File: config.mk
export PLATFORM = sky130hd
export DESIGN_NAME = pio_target_regs
export DESIGN_NICKNAME = d
export VERILOG_FILES = /design/src/rtl/pio_pkg.sv /design/src/rtl/pio_rd_sequencer.sv /design/src/rtl/pio_target_regs.sv
export SDC_FILE = /design/constraint.sdc
export NUM_CORES = 1
export LEC_CHECK = 0
export ABC_AREA = 1
export BUFFER_PORTS_ARGS = -buffer_cell sky130_fd_sc_hd__buf_2
export CORE_MARGIN = 2
export CORE_UTILIZATION = 39
export CTS_BUF_LIST = sky130_fd_sc_hd__clkbuf_8 sky130_fd_sc_hd__clkbuf_16
export DETAILED_ROUTE_END_ITERATION = 10
export PLACE_DENSITY = 0.69
export SLEW_MARGIN = 15
export SYNTH_ARGS = -nofsm -noshare
export SYNTH_HDL_FRONTEND = slang
export SYNTH_HIERARCHICAL = 1
export SYNTH_SLANG_ARGS = --single-unit
File: constraint.sdc
create_clock -name clk -period 19 [get_ports clk]
set_input_delay 5.7 -clock clk [delete_from_list [all_inputs] [get_ports clk]]
set_output_delay 5.7 -clock clk [all_outputs]
set_load 0.01 [all_outputs]
File: src/rtl/pio_pkg.sv
// Shared declarations for the PIO command interface: bus widths, rw encoding
// and the target-side read FSM states.
package pio_pkg;

    localparam int PIO_ADDR_W = 16;
    localparam int PIO_DATA_W = 32;

    localparam logic PIO_RW_WRITE = 1'b1;
    localparam logic PIO_RW_READ  = 1'b0;

    typedef enum logic [1:0] {
        IDLE,
        RD_WAIT,
        RESP
    } pio_tgt_state_e;

endpackage

File: src/rtl/pio_rd_sequencer.sv
// Read-response sequencer: times each accepted read out to a single rd_fire
// strobe RD_LATENCY cycles later and flags commands that arrive while busy.
module pio_rd_sequencer
    import pio_pkg::*;
#(
    parameter int RD_LATENCY = 2
) (
    input  logic clk,
    input  logic rst_n,
    input  logic cmd_vld_i,
    input  logic rw_i,
    output logic cmd_accept_o,
    output logic rd_fire_o,
    output logic busy_o,
    output logic err_overrun_o
);

    localparam logic [3:0] CNT_LOAD = 4'(RD_LATENCY - 1);

    pio_tgt_state_e state_q;
    logic [3:0]     cnt_q;
    logic [3:0]     cnt_d;
    logic           busy_q;
    logic           fire_q;
    logic           err_q;

    assign cnt_d        = cnt_q - 4'd1;
    assign cmd_accept_o = cmd_vld_i && (state_q == IDLE);

    // NOTE: sequential state uses non-blocking assignments only, so every flop
    // samples pre-edge values regardless of statement order.
    always_ff @(posedge clk or negedge rst_n) begin
        if (!rst_n) begin
            state_q <= IDLE;
            cnt_q   <= '0;
            busy_q  <= 1'b0;
            fire_q  <= 1'b0;
            err_q   <= 1'b0;
        end else begin
            fire_q <= 1'b0;
            if (cmd_vld_i && (state_q != IDLE)) begin
                err_q <= 1'b1;
            end
            case (state_q)
                IDLE: begin
                    if (cmd_vld_i && (rw_i == PIO_RW_READ)) begin
                        if (RD_LATENCY == 1) begin
                            state_q <= RESP;
                            fire_q  <= 1'b1;
                        end else begin
                            state_q <= RD_WAIT;
                            cnt_q   <= CNT_LOAD;
                            busy_q  <= 1'b1;
                        end
                    end
                end
                RD_WAIT: begin
                    // Leave as the counter reaches zero so RESP lands exactly
                    // RD_LATENCY cycles after the command.
                    cnt_q <= cnt_d;
                    if (cnt_d == 4'd0) begin
                        state_q <= RESP;
                        busy_q  <= 1'b0;
                        fire_q  <= 1'b1;
                    end
                end
                RESP: begin
                    state_q <= IDLE;
                end
                default: begin
                    state_q <= IDLE;
                end
            endcase
        end
    end

    assign rd_fire_o     = fire_q;
    assign busy_o        = busy_q;
    assign err_overrun_o = err_q;

endmodule

File: src/rtl/pio_target_regs.sv
// PIO target: decodes commands into a bank of 32-bit registers and returns
// read data after a fixed latency through pio_rd_sequencer.
module pio_target_regs
    import pio_pkg::*;
#(
    parameter int          NUM_REGS   = 16,
    parameter logic [15:0] BASE_ADDR  = 16'h0000,
    parameter int          RD_LATENCY = 2,
    parameter logic [31:0] ERR_DATA   = 32'hDEAD_BEEF
) (
    input  logic                     clk,
    input  logic                     reset,
    input  logic                     cmd_vld,
    input  logic [PIO_ADDR_W-1:0]    addr,
    input  logic                     rw,
    input  logic [PIO_DATA_W-1:0]    data_w,
    output logic [PIO_DATA_W-1:0]    data_r,
    output logic                     rd_vld,
    output logic                     busy,
    output logic                     err_overrun,
    output logic [NUM_REGS*32-1:0]   regs_q
);

    localparam int IDX_W = (NUM_REGS > 1) ? $clog2(NUM_REGS) : 1;

    if (NUM_REGS < 1 || NUM_REGS > 256) begin : g_bad_num_regs
        $error("pio_target_regs: NUM_REGS must be 1..256");
    end
    if (RD_LATENCY < 1 || RD_LATENCY > 15) begin : g_bad_latency
        $error("pio_target_regs: RD_LATENCY must be 1..15");
    end
    if (int'(BASE_ADDR) + NUM_REGS > 65536) begin : g_bad_range
        $error("pio_target_regs: register window overflows 16'hFFFF");
    end

    // Reset asserts asynchronously but releases on a clock edge.
    logic [1:0] rst_sync_q;
    logic       rst_n;

    always_ff @(posedge clk or negedge reset) begin
        if (!reset) begin
            rst_sync_q <= 2'b00;
        end else begin
            rst_sync_q <= {rst_sync_q[0], 1'b1};
        end
    end

    assign rst_n = rst_sync_q[1];

    logic [PIO_ADDR_W-1:0] offset;
    logic                  hit;
    logic [IDX_W-1:0]      idx;
    logic [IDX_W-1:0]      rd_idx_q;
    logic                  rd_hit_q;
    logic                  cmd_accept;
    logic                  rd_fire;
    logic [PIO_DATA_W-1:0] reg_mem_q [NUM_REGS];

    assign offset = addr - BASE_ADDR;
    assign hit    = (addr >= BASE_ADDR) && (int'(offset) < NUM_REGS);
    assign idx    = offset[IDX_W-1:0];

    pio_rd_sequencer #(
        .RD_LATENCY (RD_LATENCY)
    ) u_seq (
        .clk           (clk),
        .rst_n         (rst_n),
        .cmd_vld_i     (cmd_vld),
        .rw_i          (rw),
        .cmd_accept_o  (cmd_accept),
        .rd_fire_o     (rd_fire),
        .busy_o        (busy),
        .err_overrun_o (err_overrun)
    );

    // NOTE: the register bank is cleared on reset because its contents are
    // architecturally visible on regs_q; this keeps it in flops, not RAM.
    always_ff @(posedge clk or negedge rst_n) begin
        if (!rst_n) begin
            for (int i = 0; i < NUM_REGS; i++) begin
                reg_mem_q[i] <= '0;
            end
            rd_idx_q <= '0;
            rd_hit_q <= 1'b0;
        end else if (cmd_accept) begin
            if (rw == PIO_RW_WRITE) begin
                if (hit) begin
                    reg_mem_q[idx] <= data_w;
                end
            end else begin
                rd_idx_q <= idx;
                rd_hit_q <= hit;
            end
        end
    end

    // NOTE: data_r gets a default before the conditional so no latch is inferred.
    always_comb begin
        data_r = '0;
        if (rd_fire) begin
            data_r = rd_hit_q ? reg_mem_q[rd_idx_q] : ERR_DATA;
        end
    end

    assign rd_vld = rd_fire;

    for (genvar i = 0; i < NUM_REGS; i++) begin : g_flat
        assign regs_q[i*32 +: 32] = reg_mem_q[i];
    end

    a_cmd_vld_known: assert property (@(posedge clk) disable iff (!rst_n)
        (cmd_vld === 1'b1) || (cmd_vld === 1'b0));

endmodule

# After elaboration in Yosys (flattened, before gate mapping)
# Cells that the tools add are included.
dict set report totals {
  regBits 528
  inputBits 52
}
dict set report op_classes {
  reduce_logical 14
  order_cmp 5
  n_addsub 1
  eq_ne 3
  n_bitwise 3
  mux 18
}
# cell count
set ops {}
lappend ops {{$bwmux 512} 1}
lappend ops {{$mux 32} 5}
lappend ops {{$bmux 32 s4} 1}
lappend ops {{$demux 32 s4} 1}
lappend ops {{$ge 16x1->1 const B} 1}
lappend ops {{$lt 16x5->1 const B} 1}
lappend ops {{$ge 5x5->1 const B} 2}
lappend ops {{$not 4->5} 2}
lappend ops {{$pmux 4 s2} 1}
lappend ops {{$reduce_and 2->1} 3}
lappend ops {{$reduce_and 3->1} 2}
lappend ops {{$logic_and 1x1->1} 5}
lappend ops {{$lt 5x1->1 const B} 1}
lappend ops {{$logic_not 4->1} 1}
lappend ops {{$mux 1} 4}
lappend ops {{$mux 2} 2}
lappend ops {{$mux 4} 1}
lappend ops {{$pmux 2 s2} 1}
lappend ops {{$reduce_bool 2->1} 2}
lappend ops {{$sub 4x1->4 const B} 1}
lappend ops {{$eq 2x1->1 const B} 1}
lappend ops {{$logic_not 2->1} 1}
lappend ops {{$ne 2x1->1 const B} 1}
lappend ops {{$ne 2x2->1 const B} 1}
lappend ops {{other kinds (2)} 2}

# Longest topological paths before layout
dict set report depth {
  depth_word 6
  mapped_depth 13
  mapped_depth_nobuf 9
}

# Cells and area by module
# The synthesis kept the hierarchy.
# mod cells_per_inst n_inst seq_area_each_um2 area_per_inst_um2
set modules_own_cells {}
lappend modules_own_cells {pio_target_regs 3535 1 12987.5 25099.1}
lappend modules_own_cells {pio_rd_sequencer 50 1 225.2 467.9}

# Worst setup path after synthesis
# OpenSTA, ideal clock, no wires.
dict set report synth_path {
  kind {flip-flop to output port}
  start {register rd_idx_q[0]}
  end {output port data_r[22]}
  stages_incl_launch_ff 12
  arrival_ns 1.578
  path_slack_ns 11.722
  required_ns 13.300
  path_cell_list {dfrtp_1 buf_2 inv_1 buf_2 buf_4 buf_2 nand2_1 nand2_1 nand2_1 nand3_1 nand3_1 a21oi_1}
}
dict set report synth_between {
  elab_chain_cells 6
}
# element line
set synth_lines {}
lappend synth_lines {{from (decl)} pio_target_regs.sv:53} ;# logic [IDX_W-1:0] rd_idx_q;
lappend synth_lines {{from (signal assigned)} pio_target_regs.sv:91} ;# rd_idx_q <= idx;
lappend synth_lines {{$not 4->5 (not written as such)} pio_target_regs.sv:101} ;# data_r = rd_hit_q ? reg_mem_q[rd_idx_q] : ERR_DATA;
lappend synth_lines {{$bmux 32 s4} pio_target_regs.sv:101}
lappend synth_lines {{$mux 32 (not written as such) (2 in a row)} pio_target_regs.sv:101}
lappend synth_lines {{$mux 32} pio_target_regs.sv:101}
lappend synth_lines {{$mux 32} pio_target_regs.sv:100} ;# if (rd_fire) begin
lappend synth_lines {{to (decl)} pio_target_regs.sv:17} ;# output logic [PIO_DATA_W-1:0] data_r,
# No other way between the ends. The select of a mux whose other input is x is not followed.

# Worst setup path in the final report
dict set report layout_path {
  start {register rd_idx_q[0]}
  end {output port data_r[14]}
}
# The elaborated chain is that of the path after synthesis.

==> run_results.csv <==
group,metric,value,unit
sta,rsz0062_at_grt,"no",
floorplanning,ios,599,
route,drtPass1Iterations,6,
worst_setup_path,path_class,"register to output port",
cells_and_area,drive_gt1_share,19.3,%
worst_setup_path,crit_fanout,169,
logic_synthesis,synthFlopType,"dfrtp_1",
worst_hold_path,hold_class,"register to async pin",
placement,portBuffers,598,
route,vias,26045,
sta,fmax,0.100,GHz
global_route,grt_pass1_vias,23957,
logic_synthesis,synth_area,25600,µm²
clocking,cts_tree,"built",
floorplanning,start_util,39.6,%
clocking,numCtsBuffers,59,
clocking,cts_max_path_buffers,3,
pwr,comb_power_share,28.3,%
sta,tightestPinTransition,1.19,ns
sta,final.period_utilization,52.6,%
global_route,antenna_found_initial,2,
pwr,power_density,108,nW/µm²
pwr,switching_share,37.4,%
worst_setup_path,crit_slowest_cell,"buf_4",
clocking,cts_resized,0,
route,vias_per_cell,5.30,
pwr,switchingPower,0.00125,W
worst_setup_path,crit_required,13.30,ns
sta,hold_violations,0,
worst_setup_path,cp_num_buf_inv,3,
cells_and_area,num-nets-final,4066,
sta,fin_setup_tns,0,ns
floorplanning,chipHeight,260,µm
route,wirelength,109,mm
logic_synthesis,avgSynthCellArea,7.13,µm²
pwr,peakVddDrop,0.102,mV
floorplanning,die-area,67600,µm²
logic_synthesis,synth_edf_count,0,
logic_synthesis,synth_seq_area_share,51.7,%
logic_synthesis,synth_area_leaders,"dfrtp_1, nand2_1, nand3_1",
clocking,clock_sinks,528,
sta,drv_slew,0,
placement,gp_congestion,0.896,
clocking,cts-htree-levels,2,
worst_setup_path,path_delay_family,"buffers and inverters",
logic_synthesis,syn_nets,3639,
route,antenna_left,0,
pwr,p_seq_share,35.7,%
pwr,p_clk_share,36.0,%
worst_setup_path,cpPeakStageDelay,0.87,ns
global_route,gr-total-overflow,0,
placement,post-dp-hpwl,72.8,mm
clocking,clkTransAtPathRegs,0.06,ns
run,drv_cap,0,
pwr,p_leak,18.3,nW
worst_setup_path,worstPathCellList,"inv_8 -> buf_4 -> nand2_1 -> nand2_1 -> nand2_1 -> nand3_1 -> nand3_1 -> a21oi_1 -> buf_2",
logic_synthesis,yosys.area.top_type,"dfrtp_1",
floorplanning,fp-row-count,93,
logic_synthesis,synth.ff_latch_count,528,
sta,fin_crit,9.99,ns
clocking,clock_latency,0.61,ns
sta,fin_worst_skew,0.0124,ns
floorplanning,core-area,64600,µm²
outcome,status,"finished clean",
clocking,post_cts_buffers,0,
global_route,grt_max_degree,170,
route,drcViolationCount,0,
clocking,root_buffer,"clkbuf_16",
worst_setup_path,path_common_cell,"nand2_1",
global_route,grt_pass1_wl,159,mm
logic_synthesis,async_reset_ff_share,100,%
sta,holdWs,0.223,ns
logic_synthesis,synth.top_cell.area_share,51.7,%
logic_synthesis,synth_most_common_cell,"nand2_1",
logic_synthesis,ys_types,27,
clocking,ctsHoldBuffers,0,
floorplanning,die_w,260,µm
global_route,gr-usage-all-layers,31.5,%
sta,relSlewSlack,20.6,%
logic_synthesis,yosysWarningCount,6,
cells_and_area,area_growth,20.6,%
sta,setup_viol,0,
route,wire_per_inst,22.2,µm
logic_synthesis,synth_common_cells,"nand2_1, dfrtp_1, nand3_1",
worst_setup_path,crit_path_start_kind,"register",
pwr,p_int,0.00208,W
worst_setup_path,crit_path_end_kind,"output port",
route,drt_iter0_markers,2944,
logic_synthesis,syn_inst,3585,
worst_setup_path,cp_data_arrival_time,4.29,ns
routing by layer:
metal	track usage [%]	vias up	wire length (µm)
li1	-	11851	-
met1	40.3	12392	42000
met2	51.0	1538	50700
met3	6.48	264	10600
met4	15.0	0	5760
met5	0	-	0
registers in the layout, indices dropped and copies added (netlist names):
register	count
regs_q	512
rd_idx_q	4
u_seq/cnt_q	4
rst_sync_q	2
u_seq/state_q	2
rd_hit_q	1
u_seq/busy_o	1
u_seq/err_overrun_o	1
u_seq/rd_fire_o	1
power groups by stage:
| stage | Sequential, W | Clock (W) | Combinational (W) |
|---|---|---|---|
| final | 0.00119 | 0.00120 | 0.000943 |
| after global routing | 0.00119 | 0.00126 | 0.00102 |
| after CTS | 0.00119 | 0.00121 | 0.000941 |
| after detailed placement | 0.00121 | 0 | 0.000938 |
| after global placement | 0.00121 | 0 | 0.000925 |
| after floorplan | 0.00118 | 0 | 0.000639 |
area by class of cell:
class / count / area [µm²]
antenna: 2 / 5.00
clock buffer: 79 / 1770
clock inverter: 25 / 248
fill: 6433 / 33800
inverter: 82 / 318
multi-input combinational: 2703 / 10900
sequential: 528 / 13200
tap: 855 / 1070
timing repair buffer: 638 / 3310
worst reg2reg max path, stage by stage (launching register included):
cell and delay, ns:
dfrtp_4 0.62, buf_4 0.78, buf_4 0.97, buf_4 0.85
kinds of logic after synthesis:
family | share of synthesized area [%]
DFF | 51.7
buffers and inverters | 5.83
adders and majority gates | 0.0979
AOI/OAI and AO/OA | 1.61
other | 0.0147
and+or+nand+nor | 40.8
placed cells by master, fill, tap and decap left out:
cell        count
nand2_1      2113
buf_2         598
dfrtp_1       524
nand3_1       356
nor2_1        129
inv_1          75
clkbuf_16      61
o21ai_0        56
buf_4          39
clkbuf_8       18
inv_2          14
nor2_4         13
a21oi_1         8
clkinv_2        8
o211ai_1        5
nor2_2          5
bufinv_16       5
nand2_2         4
dfrtp_4         3
o21ai_2         3
diode_2         2
clkinvlp_4      2
ha_1            2
inv_8           1
inv_4           1
and2_1          1
nand4_2         1
inv_6           1
buf_12          1
dfrtp_2         1
conb_1          1
nor3_1          1
nand3_2         1
nand2_4         1
o22ai_1         1
o22ai_2         1
o21bai_1        1
per-stage QoR:
stage                     instance area, µm²  power [W]  cells  worst slack [ns]  util [%]
after global routing                   30800    0.00347   4912              8.84      47.7
after global placement                 28800    0.00213   4806              9.80      44.6
after CTS                              30800    0.00334   4910              9.13      47.7
after detailed placement               28800    0.00214   4806              9.82      44.6
final                                  30800    0.00333   4912              9.01      47.7
after floorplan                        25600    0.00182   3585              3.19         -
worst paths after layout:
path,from,to,slack [ns],cells after the start
setup reg to reg,rst_sync_q[1],regs_q[265],15.71,3
min in group clk,rst_sync_q[0],rst_sync_q[1],0.35,0
max in group asynchronous,reset,rst_sync_q[1],14.03,1
setup / recovery,rd_idx_q[0],data_r[14],9.01,9
hold reg to reg,rst_sync_q[1],regs_q[218],0.22,0
hold / removal,rst_sync_q[1],regs_q[218],0.22,0
Power figures use the tool's default switching activity.
